<file path="config.mk">
export PLATFORM = sky130hd
export DESIGN_NAME = alu_share_arbiter
export DESIGN_NICKNAME = d
export VERILOG_FILES = /design/src/rtl/alu_share_arbiter.sv
export SDC_FILE = /design/constraint.sdc
export NUM_CORES = 1
export LEC_CHECK = 0
export ABC_AREA = 1
export CORE_AREA = 3 3 122 124
export CTS_CLUSTER_SIZE = 28
export DETAILED_ROUTE_END_ITERATION = 12
export DIE_AREA = 0 0 125 127
export DONT_BUFFER_PORTS = 1
export GPL_TIMING_DRIVEN = 0
export PLACE_DENSITY = 0.48
export REMOVE_ABC_BUFFERS = 1
export SKIP_LAST_GASP = 1
export SLEW_MARGIN = 20
export SYNTH_ARGS = -nofsm -noshare
export SYNTH_HDL_FRONTEND = slang
export SYNTH_SLANG_ARGS = --single-unit
</file>
<file path="constraint.sdc">
create_clock -name CLK -period 2.45 [get_ports CLK]
set_clock_uncertainty 0.05 [all_clocks]
set_input_delay 0.6125 -clock CLK [delete_from_list [all_inputs] [get_ports CLK]]
set_output_delay 0.6125 -clock CLK [all_outputs]
set_load 0.05 [all_outputs]
</file>
<file path="src/rtl/alu_share_arbiter.sv">
// Round-robin arbiter sharing one combinational ALU between two requesters, with a registered
// response buffer per requester. Define ALU_ARB_STATS_EN to add saturating grant counters.
module alu_share_arbiter #(
    parameter int unsigned WORD_W = 32,
    parameter int unsigned OP_W   = 4,
    parameter int unsigned CNT_W  = 16
) (
    input  logic              CLK,
    input  logic              nRST,

    input  logic              req0_valid,
    output logic              req0_ready,
    input  logic [OP_W-1:0]   req0_op,
    input  logic [WORD_W-1:0] req0_a,
    input  logic [WORD_W-1:0] req0_b,

    input  logic              req1_valid,
    output logic              req1_ready,
    input  logic [OP_W-1:0]   req1_op,
    input  logic [WORD_W-1:0] req1_a,
    input  logic [WORD_W-1:0] req1_b,

    output logic              rsp0_valid,
    input  logic              rsp0_ready,
    output logic [WORD_W-1:0] rsp0_result,
    output logic [2:0]        rsp0_flags,

    output logic              rsp1_valid,
    input  logic              rsp1_ready,
    output logic [WORD_W-1:0] rsp1_result,
    output logic [2:0]        rsp1_flags,

    output logic [OP_W-1:0]   alu_op,
    output logic [WORD_W-1:0] alu_port_a,
    output logic [WORD_W-1:0] alu_port_b,
    input  logic [WORD_W-1:0] alu_result,
    input  logic              alu_negative,
    input  logic              alu_overflow,
    input  logic              alu_zero
`ifdef ALU_ARB_STATS_EN
    ,
    output logic [CNT_W-1:0]  grant_cnt0,
    output logic [CNT_W-1:0]  grant_cnt1
`endif
);

    logic rr_ptr;
    logic elig0, elig1;
    logic grant0, grant1;

    // A full response buffer only blocks a new grant if it is not being drained this cycle.
    always_comb begin
        elig0  = req0_valid & (~rsp0_valid | rsp0_ready);
        elig1  = req1_valid & (~rsp1_valid | rsp1_ready);
        grant0 = elig0 & (~elig1 | ~rr_ptr);
        grant1 = elig1 & (~elig0 | rr_ptr);
    end

    assign req0_ready = grant0;
    assign req1_ready = grant1;

    always_comb begin
        alu_op     = '0;
        alu_port_a = '0;
        alu_port_b = '0;
        if (grant0) begin
            alu_op     = req0_op;
            alu_port_a = req0_a;
            alu_port_b = req0_b;
        end else if (grant1) begin
            alu_op     = req1_op;
            alu_port_a = req1_a;
            alu_port_b = req1_b;
        end
    end

    always_ff @(posedge CLK) begin
        if (!nRST) begin
            rr_ptr      <= 1'b0;
            rsp0_valid  <= 1'b0;
            rsp0_result <= '0;
            rsp0_flags  <= '0;
            rsp1_valid  <= 1'b0;
            rsp1_result <= '0;
            rsp1_flags  <= '0;
        end else begin
            if (grant0) begin
                rsp0_valid  <= 1'b1;
                rsp0_result <= alu_result;
                rsp0_flags  <= {alu_negative, alu_overflow, alu_zero};
            end else if (rsp0_ready) begin
                rsp0_valid  <= 1'b0;
            end

            if (grant1) begin
                rsp1_valid  <= 1'b1;
                rsp1_result <= alu_result;
                rsp1_flags  <= {alu_negative, alu_overflow, alu_zero};
            end else if (rsp1_ready) begin
                rsp1_valid  <= 1'b0;
            end

            // Priority passes to the other requester after each grant; idle cycles keep it.
            if (grant0) begin
                rr_ptr <= 1'b1;
            end else if (grant1) begin
                rr_ptr <= 1'b0;
            end
        end
    end

`ifdef ALU_ARB_STATS_EN
    always_ff @(posedge CLK) begin
        if (!nRST) begin
            grant_cnt0 <= '0;
            grant_cnt1 <= '0;
        end else begin
            if (grant0 && (grant_cnt0 != '1)) begin
                grant_cnt0 <= grant_cnt0 + CNT_W'(1);
            end
            if (grant1 && (grant_cnt1 != '1)) begin
                grant_cnt1 <= grant_cnt1 + CNT_W'(1);
            end
        end
    end
`endif

endmodule
</file>
==> results_dict.tcl <==
set metrics [dict create \
    result_of_the_run "finished clean" \
    dr.first_iter.drc_count 259 \
    p_seq_frac 0.403 \
    report.final.slew_viol_count 0 \
    postSynthAreaPerCell_sq_um 5.89 \
    worstSkewPairLatency_ns 0.33 \
    worst-path-max-fanout 16 \
    worst_path_largest_cell_delay_ns 0.49 \
    hold_buffers 0 \
    dp.final_hpwl_mm 10.0 \
    vert_die_dim_microns 127 \
    period_share 0.981 \
    critical_path.slowest_cell "sky130_fd_sc_hd__dfxtp_4" \
    cts-buffers-inserted 9 \
    die_w_microns 125 \
    p_per_area_nw_per_um2 830 \
    r2r-start "rsp1_valid" \
    final-hold-violation-count 0 \
    leakagePower_nw 2.45 \
    maxClockFrequency_mhz 416 \
    rsz_0062_raised_after_global_routing "yes" \
    fin_crit_ns 2.40 \
    post-synth-top-count-cell "sky130_fd_sc_hd__nand2_1" \
    synthesis.area_sq_um 3900 \
    synthTopCellsByArea "sky130_fd_sc_hd__dfxtp_1 37%, sky130_fd_sc_hd__nand2_1 27%, sky130_fd_sc_hd__a21oi_1 9.4%, sky130_fd_sc_hd__nand3_1 9.1%, sky130_fd_sc_hd__nor2_1 6.7%" \
    num_vias 4444 \
    timing.critical_path.from_type "flip-flop" \
    vdd_drop_max_mv 0.632 \
    maxSlewHeadroom 0.406 \
    worst_path_cell_chain "a21oi_4 -> buf_16 -> nand2_8 -> clkinv_8 -> nand2_1 -> nand2_4" \
    deepest_level_of_the_cts_h_tree 3 \
    fp.dieArea_sq_um 15900 \
    power.share.switching 0.439 \
    max-clock-path-buffers 2 \
    cap_violations 0 \
    post_route_standard_cell_area_excluding_fillers_sq_um 5240 \
    synthesized_instance_count 663 \
    clkSlewWorstSetupHoldPaths_ns 0.06 \
    timing.setup.critical_path_class "flip-flop to output pin" \
    final_core_util 0.378 \
    worst_ep_arrival_time_ns 1.74 \
    clkSinkCount 73 \
    power.clock.fraction 0.311 \
    timing.hold.worst.class "input pin to flip-flop" \
    clockRootBuffer "sky130_fd_sc_hd__clkbuf_16" \
    cp.required_ns 1.79 \
    detail_route.wirelength_mm 17.3 \
    regToRegSetupSlack_ns 0.56 \
    ios 319 \
    hold_path.startpoint "nRST" \
    power.share.combinational 0.285 \
    power.switching_mw 1.91 \
    worst_hold_path.num_cells 2 \
    vias_per_cell 5.35 \
    numPortBuffers 0 \
    final.hold.worst_slack_ns 0.346 \
    tightest_slew_ns 0.890 \
    postSynth.topFlopCell "sky130_fd_sc_hd__dfxtp_1" \
    post-route-drc-count 0 \
    floorplan.rows 43 \
    antenna_cells 0 \
    finalSetupViolations 0 \
    synth-async-reset-ratio 0 \
    timing.final.ws_setup_ns 0.0461 \
    min_to "rsp0_result[28]" \
    seq_area_frac_synth 0.374 \
    router_iterations_before_antenna_repair 5 \
    floorplan.core_area_sq_um 13900 \
    all_layer_global_routing_usage 0.204 \
    cts_tree "built" \
    route.antenna.remaining_nets 0 \
    placement.setup.worst_slack_ns -1.80 \
    cell_internal_pwr_mw 2.44 \
    placed_cell_area_sq_um 4110 \
    worst_setup_path_end_kind "output pin" \
    antenna_found_initial 0 \
    final_layout_size_suffix_gt1_frac 0.189 \
    gp_routability_congestion 0.821 \
    post-synth-top-area-cell "sky130_fd_sc_hd__dfxtp_1" \
    layout_area_overhead_pct 34.3 \
    worst-r2r-cell-count 4 \
    starting_density 0.281 \
    fin_tns_setup_ns 0 \
    yosysWarningCount 0 \
    routed_wire_length_per_instance_microns 20.9 \
    grt_max_degree 72 \
    first_global_vias 4166 \
    worst_flop_to_flop_path_endpoint "rsp0_result[28]" \
    grt-ovfl-total 0 \
    synth.lib_cells_used.distinct 15 \
    synth.cells.most_frequent "280 x sky130_fd_sc_hd__nand2_1, 73 x sky130_fd_sc_hd__a21oi_1, 73 x sky130_fd_sc_hd__dfxtp_1" \
    number_of_enable_flip_flop_cells_after_synthesis 0 \
    grt_pass1_wl_mm 25.2 \
    synthDominantCellAreaShare 0.374 \
    postSynthRegisterBits 73 \
    finish.net_count 823 \
]
[layer usage]
| layer | GRT usage | vias up | part of all wire |
|---|---|---|---|
| met4 | 0.0682 | 0 | 0.028 |
| li1 | - | 2038 | - |
| met1 | 0.240 | 2108 | 0.38 |
| met5 | 0 | - | 0 |
| met2 | 0.348 | 258 | 0.50 |
| met3 | 0.0723 | 40 | 0.096 |
[power groups by stage]
stage               combinational (mW)  sequential, mW  clock, mW
finish                            1.24            1.75       1.35
global route                      1.33            1.77       1.43
CTS                               1.19            1.76       1.39
detailed placement               0.993            1.78          0
global placement                 0.937            1.78          0
floorplan                        0.831            1.74          0
[sequential cells by signal, summed over array words and instances, names as in the netlist]
signal and cells:
rsp1_valid 1, rsp0_valid 1, rsp0_flags 3, rsp0_result 32, rsp1_result 32, rsp1_flags 3
rr_ptr 1
[cell usage in the layout, fill, tap and decap left out, drive strengths merged]
cell type | synthesis | routed
a21oi | 75 | 75
clkinv | 0 | 9
clkbuf | 32 | 12
dfxtp | 73 | 73
inv | 43 | 44
nand2 | 280 | 280
bufbuf | 0 | 1
nand3 | 72 | 74
clkinvlp | 0 | 1
bufinv | 0 | 1
buf | 18 | 11
nor2 | 70 | 70
[kinds of logic after synthesis]
kind of cell	Yosys count	synth area share
AND/OR/NAND/NOR	422	0.430
buffers and inverters	93	0.0974
AO/OA/AOI/OAI	75	0.0981
flip-flops	73	0.374
[what timing repair did]
action / in CTS / in global routing
gates cloned: 11 / 0
resized for setup: 140 / 41
pin swaps: 6 / 6
endpoints found under the setup margin: 70 / 57
buffers inserted: 5 / 0
[worst max-delay path by stage]
stage	from	endpoint	slack, ns
5_1_grt	rsp0_valid	alu_port_b[15]	-0.02
3_3_place_gp	rsp0_ready	alu_op[0]	-3.34
6_report	rsp1_valid	alu_port_a[18]	0.05
4_1_cts	rsp0_valid	alu_port_b[2]	0.0004
3_5_place_dp	rsp1_valid	alu_op[0]	-1.80
2_1_floorplan	rsp0_ready	alu_op[0]	-1.94
[worst max-delay path, delay by kind of cell, from the launching register on]
| family | cells | cell delay (ns) |
|---|---|---|
| and+or+nand+nor | 3 | 0.49 |
| DFF | 1 | 0.49 |
| buffers and inverters | 2 | 0.30 |
| AOI/OAI and AO/OA | 1 | 0.11 |
[area by class of cell]
type | instances | area [sq um]
sequential | 73 | 1470
clock buffer | 12 | 256
timing repair buffer | 12 | 235
inverter | 43 | 214
clock inverter | 4 | 51.3
timing repair inverter | 8 | 110
multi-input combinational | 499 | 2680
fill | 1430 | 8640
tap | 180 | 225
[through the flow]
stage | power, mW | cells
2_1_floorplan | 2.57 | 613
3_3_place_gp | 2.72 | 793
3_5_place_dp | 2.77 | 799
4_1_cts | 4.34 | 831
5_1_grt | 4.52 | 831
6_report | 4.35 | 831
Power figures use the tool's default switching activity.
